==> src/rtl/fifo_wr_arb.sv <==
// Round-robin write arbiter: grants one requester at a time a burst of up to
// BURST beats into a downstream FIFO, with registered write strobe and data.
module fifo_wr_arb #(
    parameter int WIDTH = 8,
    parameter int NREQ  = 4,
    parameter int DEPTH = 16,
    parameter int BURST = 4,
    localparam int IDW = $clog2(NREQ),
    localparam int LW  = $clog2(DEPTH) + 1
) (
    input  logic                  clk,
    input  logic                  rst,
    input  logic [NREQ-1:0]       req_valid,
    input  logic [NREQ*WIDTH-1:0] req_data,
    output logic [NREQ-1:0]       req_ready,
    output logic                  fifo_wr_en,
    output logic [WIDTH+IDW-1:0]  fifo_din,
    input  logic                  fifo_full,
    input  logic [LW-1:0]         fifo_level,
    input  logic [LW-1:0]         afull_thresh,
    output logic [IDW-1:0]        grant_id,
    output logic                  busy,
    output logic                  throttled
);
    // Handshake: a beat moves when req_valid[i] && req_ready[i] at a rising edge;
    // only the granted requester ever sees req_ready, and only in GRANT.
    localparam int CW = $clog2(BURST + 1);

    typedef enum logic {IDLE, GRANT} state_t;

    state_t           state, state_next;
    logic [IDW-1:0]   last_grant;
    logic [CW-1:0]    beat_cnt;
    logic [IDW-1:0]   pick_id;
    logic             pick_found;
    logic [IDW-1:0]   rr_idx;
    logic [LW:0]      lvl_sum;
    logic             space_ok;
    logic             level_ok;
    logic             cur_valid;
    logic [WIDTH-1:0] cur_data;
    logic             accept;
    logic             last_beat;
    logic             grant_go;

    always_comb begin
        pick_found = 1'b0;
        pick_id    = '0;
        rr_idx     = '0;
        for (int k = 1; k <= NREQ; k++) begin
            rr_idx = IDW'((int'(last_grant) + k) % NREQ);
            if (!pick_found && req_valid[rr_idx]) begin
                pick_found = 1'b1;
                pick_id    = rr_idx;
            end
        end
    end

    // One extra bit so level + in-flight write cannot wrap.
    assign lvl_sum   = {1'b0, fifo_level} + (LW+1)'(fifo_wr_en);
    assign space_ok  = (lvl_sum < (LW+1)'(DEPTH)) && !fifo_full;
    assign level_ok  = fifo_level < afull_thresh;
    assign cur_valid = req_valid[grant_id];
    assign cur_data  = req_data[int'(grant_id)*WIDTH +: WIDTH];
    assign accept    = (state == GRANT) && cur_valid && space_ok;
    assign last_beat = beat_cnt == CW'(BURST - 1);
    assign grant_go  = (state == IDLE) && pick_found && level_ok;
    assign busy      = state == GRANT;
    // Gated by rst so the flag drops with the asynchronous reset.
    assign throttled = rst && (state == IDLE) && (|req_valid) && !level_ok;

    always_comb begin
        req_ready = '0;
        if (state == GRANT) req_ready[grant_id] = space_ok;
    end

    always_comb begin
        state_next = state;
        case (state)
            IDLE:    if (grant_go) state_next = GRANT;
            GRANT:   if (!cur_valid || (accept && last_beat)) state_next = IDLE;
            default: state_next = IDLE;
        endcase
    end

    always_ff @(posedge clk or negedge rst) begin
        if (!rst) begin
            state <= IDLE;
        end else begin
            state <= state_next;
        end
    end

    always_ff @(posedge clk or negedge rst) begin
        if (!rst) begin
            last_grant <= IDW'(NREQ - 1);
            grant_id   <= '0;
            beat_cnt   <= '0;
            fifo_wr_en <= 1'b0;
            fifo_din   <= '0;
        end else begin
            fifo_wr_en <= accept;
            if (grant_go) begin
                grant_id   <= pick_id;
                last_grant <= pick_id;
                beat_cnt   <= '0;
            end
            if (accept) begin
                fifo_din <= {grant_id, cur_data};
                beat_cnt <= beat_cnt + 1'b1;
            end
        end
    end
endmodule
==> config.mk <==
export PLATFORM = sky130hd
export DESIGN_NAME = fifo_wr_arb
export DESIGN_NICKNAME = d
export VERILOG_FILES = /design/src/rtl/fifo_wr_arb.sv
export SDC_FILE = /design/constraint.sdc
export NUM_CORES = 1
export LEC_CHECK = 0
export ABC_AREA = 0
export CAP_MARGIN = 20
export CORE_UTILIZATION = 30
export CTS_CLUSTER_DIAMETER = 120
export CTS_CLUSTER_SIZE = 30
export DETAILED_ROUTE_END_ITERATION = 10
export GPL_TIMING_DRIVEN = 0
export PLACE_DENSITY = 0.63
export SYNTH_ARGS = -nofsm -noshare
export SYNTH_HDL_FRONTEND = slang
export SYNTH_SLANG_ARGS = --single-unit
==> constraint.sdc <==
create_clock -name clk -period 2.2 [get_ports clk]
set_input_delay 0.44 -clock clk [delete_from_list [all_inputs] [get_ports clk]]
set_output_delay 0.44 -clock clk [all_outputs]
set_load 0.005 [all_outputs]
==> impl_results.html, run 1 <==
<table>
<tr><th>Metric</th><th>Value</th></tr>
<tr><th colspan="2">Outcome</th></tr>
<tr><td>Run status</td><td>finished clean</td></tr>
<tr><th colspan="2">Drt</th></tr>
<tr><td>Wire length reported by the detailed router</td><td>3180 µm</td></tr>
<tr><td>Total number of vias</td><td>1133</td></tr>
<tr><td>WL per Instance</td><td>13.9 µm</td></tr>
<tr><td>DR vias/cell</td><td>roughly 5.0</td></tr>
<tr><td>Number of routed nets with antenna violations</td><td>0</td></tr>
<tr><td>Residual DRC count</td><td>0</td></tr>
<tr><td>Number of detailed-route iterations in the first pass</td><td>4</td></tr>
<tr><td>Violation count after the first detailed-routing iteration</td><td>26</td></tr>
<tr><th colspan="2">Clock tree</th></tr>
<tr><td>Root cell of the clock tree</td><td>sky130_fd_sc_hd__clkbuf_8</td></tr>
<tr><td>Clock tree from TritonCTS</td><td>built</td></tr>
<tr><td>Number of sinks on the clock net</td><td>19</td></tr>
<tr><td>Clock tree buffer depth</td><td>2</td></tr>
<tr><td>Num CTS Buffers</td><td>3</td></tr>
<tr><td>Hold Buf Count CTS</td><td>0</td></tr>
<tr><td>Number of levels the H-tree was split into</td><td>1</td></tr>
<tr><td>Worst skew pair latency</td><td>0.26 ns</td></tr>
<tr><td>Clock-pin transition on the worst setup and hold timing paths</td><td>0.07 ns</td></tr>
<tr><th colspan="2">Timing</th></tr>
<tr><td>Final Hold Fails</td><td>0</td></tr>
<tr><td>Total of endpoints with negative setup slack in the final report</td><td>0</td></tr>
<tr><td>Share of the clock period used by the worst path after layout</td><td>96.9%</td></tr>
<tr><td>Clock period minus worst slack</td><td>2.13 ns</td></tr>
<tr><td>Worst hold slack</td><td>approximately 0.13 ns</td></tr>
<tr><td>Worst-case clock skew</td><td>0.00352 ns</td></tr>
<tr><td>Setup repair after global routing missed its margin</td><td>false</td></tr>
<tr><td>Final count of pins violating max slew</td><td>0</td></tr>
<tr><td>Max Clk Rate</td><td>0.469 GHz</td></tr>
<tr><td>Slew Limit Headroom</td><td>between 60% and 70%</td></tr>
<tr><td>Actual slew at the worst max-slew pin</td><td>around 0.5 ns</td></tr>
<tr><th colspan="2">Logic synthesis</th></tr>
<tr><td>Post-synth design cell area</td><td>1210 µm²</td></tr>
<tr><td>Predominant post-synthesis flop cell</td><td>sky130_fd_sc_hd__dfrtp_1</td></tr>
<tr><td>Unique masters post-synth</td><td>30</td></tr>
<tr><td>Flip-flop and latch count after synthesis</td><td>19</td></tr>
<tr><td>Area share of the largest cell type after synthesis</td><td>35.0%</td></tr>
<tr><td>Average cell area after synthesis</td><td>around 12 µm²</td></tr>
<tr><td>Number of nets in the synthesized netlist</td><td>159</td></tr>
<tr><td>Ys async rst share</td><td>100%</td></tr>
<tr><td>Cell taking the most area after synthesis</td><td>sky130_fd_sc_hd__dfrtp_1</td></tr>
<tr><td>Share of synthesized area occupied by flip-flops and latches</td><td>~39%</td></tr>
<tr><td>Number of enable-type register cells in the synthesized netlist</td><td>0</td></tr>
<tr><td>Synthesized instance count</td><td>approximately 100</td></tr>
<tr><td>Cell types with the largest area share after synthesis</td><td>sky130_fd_sc_hd__dfrtp_1 (35%), sky130_fd_sc_hd__mux4_2 (17%), sky130_fd_sc_hd__mux2_2 (7.4%)</td></tr>
<tr><td>Number of warnings issued by yosys</td><td>0</td></tr>
<tr><th colspan="2">Floorplanning</th></tr>
<tr><td>Ports</td><td>68</td></tr>
<tr><td>Die outline width</td><td>~66 µm</td></tr>
<tr><td>Starting Density</td><td>about a third</td></tr>
<tr><td>Die outline height</td><td>65.6 µm</td></tr>
<tr><td>Core outline area</td><td>3770 µm²</td></tr>
<tr><td>Die area</td><td>4310 µm²</td></tr>
<tr><td>Number of standard-cell rows in the floorplan</td><td>22</td></tr>
<tr><th colspan="2">Critical path</th></tr>
<tr><td>Required time at the endpoint of the critical path</td><td>between 1.5 and 2 ns</td></tr>
<tr><td>Critical path launch point type</td><td>primary input</td></tr>
<tr><td>Nature of the critical path endpoint</td><td>output pin</td></tr>
<tr><td>Biggest cell delay along the critical path</td><td>0.46 ns</td></tr>
<tr><td>Cells along the critical path</td><td>clkdlybuf4s50_1 -&gt; inv_1 -&gt; ha_4 -&gt; a21oi_2 -&gt; o21ai_1 -&gt; and3_1 -&gt; buf_2</td></tr>
<tr><td>Worst path top cell family by delay</td><td>buffers and inverters</td></tr>
<tr><td>Arrival time reported for the critical path endpoint</td><td>1.69 ns</td></tr>
<tr><td>Setup slack on the worst flop-to-flop path</td><td>0.48 ns</td></tr>
<tr><td>CP max stage cell</td><td>sky130_fd_sc_hd__clkdlybuf4s50_1</td></tr>
<tr><td>Number of buffer and inverter instances along the worst setup path</td><td>3</td></tr>
<tr><td>Type of the worst setup path</td><td>in -&gt; out</td></tr>
<tr><td>Crit-path max FO</td><td>2</td></tr>
<tr><th colspan="2">Pwr</th></tr>
<tr><td>Final total power</td><td>1.91 mW</td></tr>
<tr><td>Leakage power</td><td>around 0.9 nW</td></tr>
<tr><td>Max IR drop VDD</td><td>just under 0.0005 V</td></tr>
<tr><td>Power per Cell Area</td><td>926 nW/µm²</td></tr>
<tr><th colspan="2">Global route</th></tr>
<tr><td>Aggregate global routing overflow</td><td>0</td></tr>
<tr><td>Antenna violations before repair</td><td>0</td></tr>
<tr><td>Pin count of the biggest net entering global routing</td><td>21</td></tr>
<tr><td>Via count of the first global-routing pass</td><td>1250</td></tr>
<tr><td>First-pass GRT wire length</td><td>5510 µm</td></tr>
<tr><td>Tot GR Track Use</td><td>16.8%</td></tr>
<tr><th colspan="2">Run</th></tr>
<tr><td>Count of max-cap constraint violations</td><td>0</td></tr>
<tr><th colspan="2">Layout</th></tr>
<tr><td>Fraction of layout instances using a drive strength above 1</td><td>~26%</td></tr>
<tr><td>Count of fill cells added during filler insertion</td><td>332</td></tr>
<tr><td>Finished Core Util</td><td>54.7%</td></tr>
<tr><td>Number of nets in the layout</td><td>roughly 240</td></tr>
<tr><td>N_diodes</td><td>0</td></tr>
<tr><td>Area grow syn2layout</td><td>69.9%</td></tr>
<tr><th colspan="2">Placement</th></tr>
<tr><td>HPWL after detailed placement</td><td>2460 µm</td></tr>
<tr><td>Number of buffer cells added on primary ports</td><td>between 60 and 70</td></tr>
<tr><td>Weighted congestion reported at the end of routability-driven placement</td><td>0.715</td></tr>
<tr><th colspan="2">Min path</th></tr>
<tr><td>Worst Hold Class</td><td>in -&gt; async</td></tr>
</table>
-- Yosys cell counts (2+ instances only) --
| cell | count |
|---|---|
| sky130_fd_sc_hd__mux2_2 | 8 |
| sky130_fd_sc_hd__nor3_1 | 5 |
| sky130_fd_sc_hd__nand2_1 | 7 |
| sky130_fd_sc_hd__mux2i_1 | 5 |
| sky130_fd_sc_hd__o22ai_1 | 2 |
| sky130_fd_sc_hd__dfstp_2 | 2 |
| sky130_fd_sc_hd__a31o_2 | 2 |
| sky130_fd_sc_hd__mux4_2 | 9 |
| sky130_fd_sc_hd__o21ai_0 | 4 |
| sky130_fd_sc_hd__nor2_1 | 4 |
| sky130_fd_sc_hd__o211ai_1 | 2 |
| sky130_fd_sc_hd__nand2b_1 | 2 |
| sky130_fd_sc_hd__dfrtp_1 | 17 |
| sky130_fd_sc_hd__inv_1 | 11 |
| sky130_fd_sc_hd__ha_1 | 6 |
| sky130_fd_sc_hd__a21oi_1 | 3 |
| sky130_fd_sc_hd__clkbuf_1 | 2 |
-- state kept, by name, summed over array words and instances, names as in the netlist --
| name | flops |
|---|---|
| fifo_din | 10 |
| beat_cnt | 3 |
| grant_id | 2 |
| last_grant | 2 |
| busy | 1 |
| fifo_wr_en | 1 |
-- worst paths after layout --
path,start,end,depth (start not counted)
worst max-delay path,afull_thresh[4],throttled,7
worst min-delay path,rst,fifo_din[4],1
worst max register to register,grant_id[1],fifo_din[1],3
worst min register to register,fifo_din[8],fifo_din[8],2
max in group asynchronous,rst,last_grant[1],1
min in group clk,fifo_din[8],fifo_din[8],2
-- per-layer routing --
layer	track usage [%]	wire, µm	vias to the layer above
li1	-	-	537
met1	19.1	1260	527
met2	28.6	1510	64
met3	6.60	372	5
met4	4.89	42	0
met5	0	0	-
-- report_power, final --
part           leakage, nW  switching, mW  internal, mW  total, mW
registers            0.233          0.109         0.517      0.627
clock network       0.0228          0.118         0.129      0.246
logic                0.646          0.401         0.638       1.04
total                0.902          0.628          1.28       1.91
-- what timing repair did --
| item | 4_1_cts | 5_1_grt |
|---|---|---|
| pin swaps | 4 | 6 |
| setup buffers | 5 | 0 |
| gates resized for setup | 17 | 20 |
| hold endpoints to repair | 0 | 0 |
| setup endpoints to repair | 8 | 13 |
-- cell type report --
cell class / instances / area [µm²] / share of cell area, %
tap: 48 / 60.1 / 2.91
sequential: 19 / 478 / 23.2
timing repair buffer: 72 / 691 / 33.5
inverter: 11 / 41.3 / 2.00
multi-input combinational: 69 / 721 / 34.9
buffer: 5 / 28.8 / 1.39
clock buffer: 4 / 45.0 / 2.18
-- cells in the final DEF, fill, tap and decap left out, drive strengths merged, types with 2 or more instances in the layout --
master and n:
clkdlybuf4s50 54, dfrtp 17, inv 11, clkbuf 10, mux4 9, buf 9, mux2 8, nand2 7
ha 6, mux2i 5, nor3 5, dlymetal6s2s 4, nor2 4, o21ai 4, a21oi 3, o211ai 2
nand2b 2, a31o 2, o22ai 2, dlygate4sd2 2, clkdlybuf4s15 2, dfstp 2
-- cell families (layout without fill, tap and decap cells) --
family	after synthesis	after routing	synth area share (%)
and+or+nand+nor	23	23	9.17
muxes	22	22	28.2
DFF	19	19	39.3
AOI/OAI and AO/OA	18	18	11.4
buffers and inverters	16	92	5.66
adders and majority gates	6	6	6.18
-- through the flow --
step                      setup WS, ns  std cells  area, µm²  setup TNS [ns]
final                           0.0673        228       2060               0
after detailed placement        -0.596        219       1950           -4.23
after floorplan                  0.425        104       1210               0
after global routing           0.00561        228       2060               0
after CTS                       -0.148        228       2050          -0.303
after global placement          -0.591        219       1950           -3.71
(Power assumes the default switching activity.)
==> run 2, diff against run 1 <==
--- a/config.mk
+++ b/config.mk
@@ -7,6 +7,7 @@
 export LEC_CHECK = 0
 export ABC_AREA = 0
 export CAP_MARGIN = 20
+export CORE_MARGIN = 4
 export CORE_UTILIZATION = 30
 export CTS_CLUSTER_DIAMETER = 120
 export CTS_CLUSTER_SIZE = 30
==> run 2 against run 1 <==
  * Combinational power about the same
  * Design area decreased by 1.8%
  * Final cell count fell by 0.88%
  * Critical path type unchanged
  * Largest cell class unchanged
  * Flip-flop and latch count is the same
  * Register-to-register slack barely moved
  * Die area up 19%
  * Utilization is 1.4 points lower
  * Power fell by 0.76%
  * Highest routed layer unchanged
  * Worst hold slack better by 0.26 ns
  * Critical path depth is the same
==> impl_results.html, run 2 (same netlist as run 1, synthesis figures left out) <==
<table>
<tr><th>Metric</th><th>Value</th></tr>
<tr><th colspan="2">Outcome</th></tr>
<tr><td>Run status</td><td>finished clean</td></tr>
<tr><th colspan="2">Pwr</th></tr>
<tr><td>Leakage power</td><td>0.862 nW (-4.4%)</td></tr>
<tr><td>Max IR drop VDD</td><td>0.000420 V (-13%)</td></tr>
<tr><td>Power per Cell Area</td><td>935 nW/µm² (+1.0%)</td></tr>
<tr><td>Final total power</td><td>1.90 mW (-0.76%)</td></tr>
<tr><th colspan="2">Critical path</th></tr>
<tr><td>Critical R2R Launch</td><td>grant_id[1]</td></tr>
<tr><td>Type of the worst setup path</td><td>in -&gt; out</td></tr>
<tr><td>Arrival time reported for the critical path endpoint</td><td>1.70 ns (about the same)</td></tr>
<tr><td>Endpoint of the worst register-to-register path</td><td>fifo_din[5]</td></tr>
<tr><td>Required time at the endpoint of the critical path</td><td>1.76 ns (about the same)</td></tr>
<tr><td>Critical path launch point type</td><td>primary input</td></tr>
<tr><td>Setup slack on the worst flop-to-flop path</td><td>0.49 ns (about the same)</td></tr>
<tr><td>Cells along the critical path</td><td>dlygate4sd2_1 -&gt; ha_4 -&gt; a21o_1 -&gt; a31oi_2 -&gt; o21ai_1 -&gt; and3_1 -&gt; buf_2</td></tr>
<tr><td>CP max stage cell</td><td>sky130_fd_sc_hd__dlygate4sd2_1</td></tr>
<tr><td>Crit-path max FO</td><td>2 (unchanged)</td></tr>
<tr><td>Biggest cell delay along the critical path</td><td>0.28 ns (-0.18 ns)</td></tr>
<tr><td>Worst setup path start</td><td>fifo_level[2]</td></tr>
<tr><td>Nature of the critical path endpoint</td><td>output pin</td></tr>
<tr><td>R2r worst-path depth</td><td>3 (unchanged)</td></tr>
<tr><th colspan="2">Global route</th></tr>
<tr><td>Aggregate global routing overflow</td><td>0 (unchanged)</td></tr>
<tr><td>Via count of the first global-routing pass</td><td>1202 (-3.8%)</td></tr>
<tr><td>Pin count of the biggest net entering global routing</td><td>21 (unchanged)</td></tr>
<tr><td>First-pass GRT wire length</td><td>5360 µm (-2.6%)</td></tr>
<tr><td>Antenna violations before repair</td><td>0 (unchanged)</td></tr>
<tr><td>Tot GR Track Use</td><td>13.2% (-3.6 points)</td></tr>
<tr><th colspan="2">Drt</th></tr>
<tr><td>Number of detailed-route iterations in the first pass</td><td>4 (unchanged)</td></tr>
<tr><td>Residual DRC count</td><td>0 (unchanged)</td></tr>
<tr><td>Number of routed nets with antenna violations</td><td>0 (unchanged)</td></tr>
<tr><td>DR vias/cell</td><td>4.87 (-2.0%)</td></tr>
<tr><td>Total number of vias</td><td>1101 (-2.8%)</td></tr>
<tr><td>Violation count after the first detailed-routing iteration</td><td>25 (-3.8%)</td></tr>
<tr><td>Wire length reported by the detailed router</td><td>3340 µm (+4.9%)</td></tr>
<tr><td>WL per Instance</td><td>14.8 µm (+5.8%)</td></tr>
<tr><th colspan="2">Layout</th></tr>
<tr><td>N_diodes</td><td>0 (unchanged)</td></tr>
<tr><td>Post-route insts no fill</td><td>226 (-0.88%)</td></tr>
<tr><td>Leading registers by flop count</td><td>fifo_din: 10 flops, beat_cnt: 3 flops</td></tr>
<tr><td>Finished Core Util</td><td>53.4% (-1.4 points)</td></tr>
<tr><td>Number of nets in the layout</td><td>234 (-0.85%)</td></tr>
<tr><td>Flip-flop count of the largest register after layout</td><td>10 (unchanged)</td></tr>
<tr><td>Post-route cell area</td><td>2030 µm² (-1.8%)</td></tr>
<tr><td>Fraction of layout instances using a drive strength above 1</td><td>24.7% (-0.84 points)</td></tr>
<tr><td>Count of fill cells added during filler insertion</td><td>335 (+0.90%)</td></tr>
<tr><td>Commonest cells after routing, fill and taps aside</td><td>sky130_fd_sc_hd__clkdlybuf4s50_1 (55), sky130_fd_sc_hd__dfrtp_1 (17), sky130_fd_sc_hd__inv_1 (10)</td></tr>
<tr><td>Area grow syn2layout</td><td>66.9%</td></tr>
<tr><td>Most frequent standard cell in the layout excluding fill and tap cells</td><td>sky130_fd_sc_hd__clkdlybuf4s50_1</td></tr>
<tr><td>Largest reg by FF count</td><td>fifo_din</td></tr>
<tr><th colspan="2">Timing</th></tr>
<tr><td>Slew Limit Headroom</td><td>40.4% (-26 points)</td></tr>
<tr><td>Final count of pins violating max slew</td><td>0 (unchanged)</td></tr>
<tr><td>Actual slew at the worst max-slew pin</td><td>0.895 ns (+0.395 ns)</td></tr>
<tr><td>Clock period minus worst slack</td><td>2.14 ns (+0.00848 ns)</td></tr>
<tr><td>Share of the clock period used by the worst path after layout</td><td>97.3% (+0.39 points)</td></tr>
<tr><td>Setup TNS</td><td>0 ns (unchanged)</td></tr>
<tr><td>Max Clk Rate</td><td>0.467 GHz (-0.40%)</td></tr>
<tr><td>Setup slack of the critical path after layout</td><td>0.0589 ns (-0.00848 ns)</td></tr>
<tr><td>Worst hold slack</td><td>0.388 ns (+0.256 ns)</td></tr>
<tr><td>Worst-case clock skew</td><td>0.00666 ns (+0.00314 ns)</td></tr>
<tr><td>Total of endpoints with negative setup slack in the final report</td><td>0 (unchanged)</td></tr>
<tr><td>Final Hold Fails</td><td>0 (unchanged)</td></tr>
<tr><th colspan="2">Placement</th></tr>
<tr><td>Number of buffer cells added on primary ports</td><td>67 (unchanged)</td></tr>
<tr><td>Weighted congestion reported at the end of routability-driven placement</td><td>0.871 (+22%)</td></tr>
<tr><td>Placed instance area</td><td>1950 µm² (unchanged)</td></tr>
<tr><td>HPWL after detailed placement</td><td>2650 µm (+7.9%)</td></tr>
<tr><td>Number of cells after detailed placement</td><td>219 (unchanged)</td></tr>
<tr><td>Dpl ws</td><td>-0.595 ns (+0.00102 ns)</td></tr>
<tr><th colspan="2">Floorplanning</th></tr>
<tr><td>Starting Density</td><td>32.0% (-0.23 points)</td></tr>
<tr><td>Core outline area</td><td>3800 µm² (+0.73%)</td></tr>
<tr><td>Ports</td><td>68 (unchanged)</td></tr>
<tr><td>Die outline height</td><td>71.6 µm (+9.1%)</td></tr>
<tr><td>Die outline width</td><td>71.6 µm (+9.1%)</td></tr>
<tr><td>Die area</td><td>5130 µm² (+19%)</td></tr>
<tr><td>Number of standard-cell rows in the floorplan</td><td>22 (unchanged)</td></tr>
<tr><th colspan="2">Clock tree</th></tr>
<tr><td>Number of levels the H-tree was split into</td><td>1 (unchanged)</td></tr>
<tr><td>Clock-pin transition on the worst setup and hold timing paths</td><td>0.08 ns (about the same)</td></tr>
<tr><td>Clock tree from TritonCTS</td><td>built</td></tr>
<tr><td>Hold Buf Count CTS</td><td>0 (unchanged)</td></tr>
<tr><td>Number of sinks on the clock net</td><td>19 (unchanged)</td></tr>
<tr><td>Worst skew pair latency</td><td>0.25 ns (about the same)</td></tr>
<tr><td>Num CTS Buffers</td><td>3 (unchanged)</td></tr>
<tr><td>Clock tree buffer depth</td><td>2 (unchanged)</td></tr>
<tr><td>Root cell of the clock tree</td><td>sky130_fd_sc_hd__clkbuf_8</td></tr>
<tr><th colspan="2">Run</th></tr>
<tr><td>Count of max-cap constraint violations</td><td>0 (unchanged)</td></tr>
<tr><th colspan="2">Min path</th></tr>
<tr><td>Worst Hold Class</td><td>in -&gt; async</td></tr>
</table>
==> run 2: report_power, final <==
group | total, mW | internal, mW | switching (mW)
clock network | 0.243 | 0.126 | 0.117
registers | 0.631 | 0.518 | 0.113
logic | 1.02 | 0.630 | 0.393
==> run 2: worst max-delay path by stage <==
stage,cells past startpoint,end,slack [ns]
3_3_place_gp,3,throttled,-0.57
4_1_cts,6,req_ready[0],0.002
5_1_grt,6,req_ready[0],-0.005
6_report,7,throttled,0.06
2_1_floorplan,7,last_grant[0],0.43
3_5_place_dp,8,throttled,-0.60
==> run 2: repair_timing <==
action	in CTS	in global routing
setup endpoints to repair	11	5
pin swaps	5	3
setup buffers	2	1
resized for setup	31	6
==> run 2: final cells by class <==
| type | count | area, µm² | area share (%) |
|---|---|---|---|
| Buffer | 5 | 28.8 | 1.42 |
| Clock buffer | 3 | 41.3 | 2.04 |
| Clock inverter | 1 | 5.00 | 0.247 |
| Inverter | 11 | 41.3 | 2.04 |
| Multi-Input combinational cell | 69 | 713 | 35.2 |
| Sequential cell | 19 | 478 | 23.6 |
| Tap cell | 48 | 60.1 | 2.96 |
| Timing Repair Buffer | 70 | 661 | 32.6 |
==> run 2: routing by layer <==
| metal | part of all wire (%) | routed length, µm | global-route usage (%) |
|---|---|---|---|
| met1 | 37 | 1250 | 13.4 |
| met2 | 53 | 1780 | 25.3 |
| met3 | 8.2 | 272 | 3.23 |
| met4 | 1.0 | 34 | 5.22 |
| met5 | 0 | 0 | 0 |
==> run 2: critical path, delay by kind of cell <==
family	cells	cell delay [ns]
adders and majority gates	1	0.26
AOI/OAI and AO/OA	3	0.44
buffers and inverters	2	0.40
and+or+nand+nor	1	0.15
==> run 3, diff against run 2 <==
--- a/config.mk
+++ b/config.mk
@@ -8,12 +8,13 @@
 export ABC_AREA = 0
 export CAP_MARGIN = 20
 export CORE_MARGIN = 4
-export CORE_UTILIZATION = 30
+export CORE_UTILIZATION = 38
 export CTS_CLUSTER_DIAMETER = 120
 export CTS_CLUSTER_SIZE = 30
 export DETAILED_ROUTE_END_ITERATION = 10
+export GPL_ROUTABILITY_DRIVEN = 0
 export GPL_TIMING_DRIVEN = 0
-export PLACE_DENSITY = 0.63
+export PLACE_DENSITY = 0.77
 export SYNTH_ARGS = -nofsm -noshare
 export SYNTH_HDL_FRONTEND = slang
 export SYNTH_SLANG_ARGS = --single-unit
==> run 3 against run 2 <==
  * Combinational power is 4% higher
  * Sequential power down 1%
  * Die area down 19%
  * Count of clock-buffer cells in the layout stayed put
  * Clock skew fell by 0.0033 ns
  * Via count is 3.4% higher
  * Worst hold slack worse by 0.30 ns
  * Global-route usage rose by 4.2 points
  * Non-clock buffer count grew 3
  * Fmax up 0.35%
  * Flip-flop and latch count did not move
  * Utilization grew 14 points
  * Largest cell class is now non-clock buffers
  * Largest power group unchanged
==> impl_results.html, run 3 (same netlist as run 1, synthesis figures left out) <==
<table>
<tr><th>Metric</th><th>Value</th></tr>
<tr><th colspan="2">Pwr</th></tr>
<tr><td>Clock network power share</td><td>9.6% (-3.2 points)</td></tr>
<tr><td>Internal</td><td>1.23 mW (-3.3%)</td></tr>
<tr><td>Leakage power</td><td>0.910 nW (+5.5%)</td></tr>
<tr><td>Power per Cell Area</td><td>900 nW/µm² (-3.7%)</td></tr>
<tr><td>Sequential fraction of design power</td><td>33.5% (+0.3 points)</td></tr>
<tr><td>Combinational Power Share</td><td>56.9% (+3.0 points)</td></tr>
<tr><td>Max IR drop VDD</td><td>0.000431 V (+2.7%)</td></tr>
<tr><td>Switching share of total power</td><td>33.7% (+0.85 points)</td></tr>
<tr><td>Switch Pwr</td><td>627 µW (+0.46%)</td></tr>
<tr><th colspan="2">Floorplanning</th></tr>
<tr><td>Die area</td><td>4170 µm² (-19%)</td></tr>
<tr><td>Ports</td><td>68 (unchanged)</td></tr>
<tr><td>Number of standard-cell rows in the floorplan</td><td>20 (-9.1%)</td></tr>
<tr><td>Die outline height</td><td>64.5 µm (-9.9%)</td></tr>
<tr><td>Die outline width</td><td>64.5 µm (-9.9%)</td></tr>
<tr><td>Starting Density</td><td>39.8% (+7.8 points)</td></tr>
<tr><td>Core outline area</td><td>3050 µm² (-20%)</td></tr>
<tr><th colspan="2">Layout</th></tr>
<tr><td>N_diodes</td><td>0 (unchanged)</td></tr>
<tr><td>Leading registers by flop count</td><td>fifo_din: 10 flops, beat_cnt: 3 flops</td></tr>
<tr><td>Flip-flop count of the largest register after layout</td><td>10 (unchanged)</td></tr>
<tr><td>Register cell area after layout</td><td>478 µm² (unchanged)</td></tr>
<tr><td>Post-route cell area</td><td>2060 µm² (+1.7%)</td></tr>
<tr><td>Most frequent standard cell in the layout excluding fill and tap cells</td><td>sky130_fd_sc_hd__clkdlybuf4s50_1</td></tr>
<tr><td>Combined area of the multi-input logic cells</td><td>718 µm² (+0.70%)</td></tr>
<tr><td>Commonest cells after routing, fill and taps aside</td><td>sky130_fd_sc_hd__clkdlybuf4s50_1 (54), sky130_fd_sc_hd__dfrtp_1 (17), sky130_fd_sc_hd__inv_1 (9), sky130_fd_sc_hd__mux4_2 (9), sky130_fd_sc_hd__mux2_2 (8)</td></tr>
<tr><td>Count of fill cells added during filler insertion</td><td>252 (-25%)</td></tr>
<tr><td>Area grow syn2layout</td><td>69.8%</td></tr>
<tr><td>Number of nets in the layout</td><td>237 (+1.3%)</td></tr>
<tr><td>Fraction of layout instances using a drive strength above 1</td><td>26.5% (+1.8 points)</td></tr>
<tr><td>Largest reg by FF count</td><td>fifo_din</td></tr>
<tr><th colspan="2">Critical path</th></tr>
<tr><td>Crit-path max FO</td><td>2 (unchanged)</td></tr>
<tr><td>Nature of the critical path endpoint</td><td>output pin</td></tr>
<tr><td>Timing endpoint of the critical path</td><td>throttled</td></tr>
<tr><td>Type of the worst setup path</td><td>in -&gt; out</td></tr>
<tr><td>Critical path launch point type</td><td>primary input</td></tr>
<tr><td>Endpoint of the worst register-to-register path</td><td>fifo_din[2]</td></tr>
<tr><td>Setup slack on the worst flop-to-flop path</td><td>0.49 ns (about the same)</td></tr>
<tr><td>Arrival time reported for the critical path endpoint</td><td>1.69 ns (about the same)</td></tr>
<tr><td>Worst setup path start</td><td>fifo_level[2]</td></tr>
<tr><td>Required time at the endpoint of the critical path</td><td>1.76 ns (about the same)</td></tr>
<tr><td>R2r worst-path depth</td><td>3 (unchanged)</td></tr>
<tr><td>Critical R2R Launch</td><td>grant_id[1]</td></tr>
<tr><th colspan="2">Drt</th></tr>
<tr><td>Violation count after the first detailed-routing iteration</td><td>41 (+64%)</td></tr>
<tr><td>Residual DRC count</td><td>0 (unchanged)</td></tr>
<tr><td>DR vias/cell</td><td>5.06 (+3.8%)</td></tr>
<tr><td>Total number of vias</td><td>1138 (+3.4%)</td></tr>
<tr><td>WL per Instance</td><td>15.1 µm (+2.6%)</td></tr>
<tr><td>Number of routed nets with antenna violations</td><td>0 (unchanged)</td></tr>
<tr><td>Number of detailed-route iterations in the first pass</td><td>4 (unchanged)</td></tr>
<tr><td>Wire length reported by the detailed router</td><td>3410 µm (+2.1%)</td></tr>
<tr><th colspan="2">Timing</th></tr>
<tr><td>Worst hold slack</td><td>0.0861 ns (-0.302 ns)</td></tr>
<tr><td>Total of endpoints with negative setup slack in the final report</td><td>0 (unchanged)</td></tr>
<tr><td>Final count of pins violating max slew</td><td>0 (unchanged)</td></tr>
<tr><td>Max Clk Rate</td><td>0.469 GHz (+0.35%)</td></tr>
<tr><td>Worst-case clock skew</td><td>0.00333 ns (-0.00332 ns)</td></tr>
<tr><td>Clock period minus worst slack</td><td>2.13 ns (-0.00753 ns)</td></tr>
<tr><td>Slew Limit Headroom</td><td>66.1% (+26 points)</td></tr>
<tr><td>Setup repair after global routing missed its margin</td><td>false</td></tr>
<tr><td>Actual slew at the worst max-slew pin</td><td>0.509 ns (-0.386 ns)</td></tr>
<tr><td>Final Hold Fails</td><td>0 (unchanged)</td></tr>
<tr><td>Share of the clock period used by the worst path after layout</td><td>97.0% (-0.34 points)</td></tr>
<tr><th colspan="2">Global route</th></tr>
<tr><td>Via count of the first global-routing pass</td><td>1236 (+2.8%)</td></tr>
<tr><td>Pin count of the biggest net entering global routing</td><td>21 (unchanged)</td></tr>
<tr><td>Aggregate global routing overflow</td><td>0 (unchanged)</td></tr>
<tr><td>Antenna violations before repair</td><td>0 (unchanged)</td></tr>
<tr><td>First-pass GRT wire length</td><td>5640 µm (+5.1%)</td></tr>
<tr><td>Tot GR Track Use</td><td>17.4% (+4.2 points)</td></tr>
<tr><th colspan="2">Placement</th></tr>
<tr><td>Placed instance area</td><td>1940 µm² (-0.26%)</td></tr>
<tr><td>Number of buffer cells added on primary ports</td><td>67 (unchanged)</td></tr>
<tr><td>HPWL after detailed placement</td><td>2700 µm (+1.7%)</td></tr>
<tr><th colspan="2">Clock tree</th></tr>
<tr><td>Number of sinks on the clock net</td><td>19 (unchanged)</td></tr>
<tr><td>Clock tree buffer depth</td><td>2 (unchanged)</td></tr>
<tr><td>Clock-pin transition on the worst setup and hold timing paths</td><td>0.11 ns (+0.03 ns)</td></tr>
<tr><td>Number of levels the H-tree was split into</td><td>1 (unchanged)</td></tr>
<tr><td>Clock tree from TritonCTS</td><td>built</td></tr>
<tr><td>Worst skew pair latency</td><td>0.30 ns (+0.05 ns)</td></tr>
<tr><td>Hold Buf Count CTS</td><td>0 (unchanged)</td></tr>
<tr><td>Num CTS Buffers</td><td>3 (unchanged)</td></tr>
<tr><td>Root cell of the clock tree</td><td>sky130_fd_sc_hd__clkbuf_4</td></tr>
<tr><th colspan="2">Run</th></tr>
<tr><td>Count of max-cap constraint violations</td><td>0 (unchanged)</td></tr>
<tr><th colspan="2">Min path</th></tr>
<tr><td>Worst Hold Class</td><td>in -&gt; async</td></tr>
<tr><th colspan="2">Outcome</th></tr>
<tr><td>Run status</td><td>finished clean</td></tr>
</table>
[run 3: cell types whose count changed in the layout (fill, tap and decap cells not counted), sizes merged]
| cell | change |
|---|---|
| dlygate4sd2 | -4 |
| dlymetal6s2s | +5 |
| clkdlybuf4s50 | -1 |
| clkbuf | +1 |
| clkdlybuf4s15 | +2 |
[run 3: worst min path at each step]
stage / cells past startpoint / startpoint / endpoint / slack (ns)
after floorplan: 0 / rst / beat_cnt[0] / 0.14
after global placement: 2 / fifo_din[9] / fifo_din[9] / 0.47
after detailed placement: 2 / fifo_din[9] / fifo_din[9] / 0.48
after CTS: 1 / rst / fifo_din[5] / 0.38
after global routing: 1 / rst / fifo_din[5] / 0.12
final: 1 / rst / fifo_din[5] / 0.09
[run 3: power by group through the flow]
stage	Sequential (mW)	Combinational (mW)	Clock [mW]
after floorplan	0.627	0.553	0
after global placement	0.621	1.00	0
after detailed placement	0.631	1.04	0
after CTS	0.623	1.06	0.187
after global routing	0.647	1.15	0.201
final	0.622	1.06	0.178
[run 3: repair_timing]
action	CTS	global route
setup buffers	4	2
gates resized for setup	18	19
setup endpoints to repair	5	5
pin swaps	5	4
[run 3: cell type report]
type | instances | share of cell area [%]
multi-input cells | 69 | 34.8
plain buffers | 5 | 1.58
clock inverters | 1 | 0.243
inverters | 11 | 2.00
flip-flops and latches | 19 | 23.2
repair buffers | 73 | 34.4
well taps | 44 | 2.67
clock buffers | 3 | 1.09
[run 3: stage by stage]
| stage | setup WS, ns | total power, mW | instances | TNS (ns) | util, % |
|---|---|---|---|---|---|
| after CTS | -0.220 | 1.87 | 223 | -0.220 | 66.2 |
| after floorplan | 0.425 | 1.18 | 104 | 0 | - |
| after global routing | 0.00221 | 1.99 | 225 | 0 | 67.6 |
| final | 0.0664 | 1.86 | 225 | 0 | 67.6 |
| after global placement | -0.545 | 1.63 | 215 | -3.52 | 63.6 |
| after detailed placement | -0.567 | 1.67 | 215 | -4.37 | 63.6 |
[run 3: worst max-delay path, cell delays in order]
cell	delay [ns]
sky130_fd_sc_hd__dlygate4sd2_1	0.27
sky130_fd_sc_hd__ha_4	0.25
sky130_fd_sc_hd__a21o_1	0.16
sky130_fd_sc_hd__a31oi_2	0.19
sky130_fd_sc_hd__o21ai_1	0.09
sky130_fd_sc_hd__and3_1	0.16
sky130_fd_sc_hd__buf_2	0.12
[run 3: layer usage]
metal / up-vias / GRT usage [%] / wire length [µm] / part of all wire [%]
met1: 538 / 18.1 / 1310 / 38
met3: 8 / 2.95 / 228 / 6.7
li1: 541 / - / - / -
met2: 51 / 33.2 / 1790 / 53
met4: 0 / 8.71 / 78 / 2.3
met5: - / 0 / 0 / 0
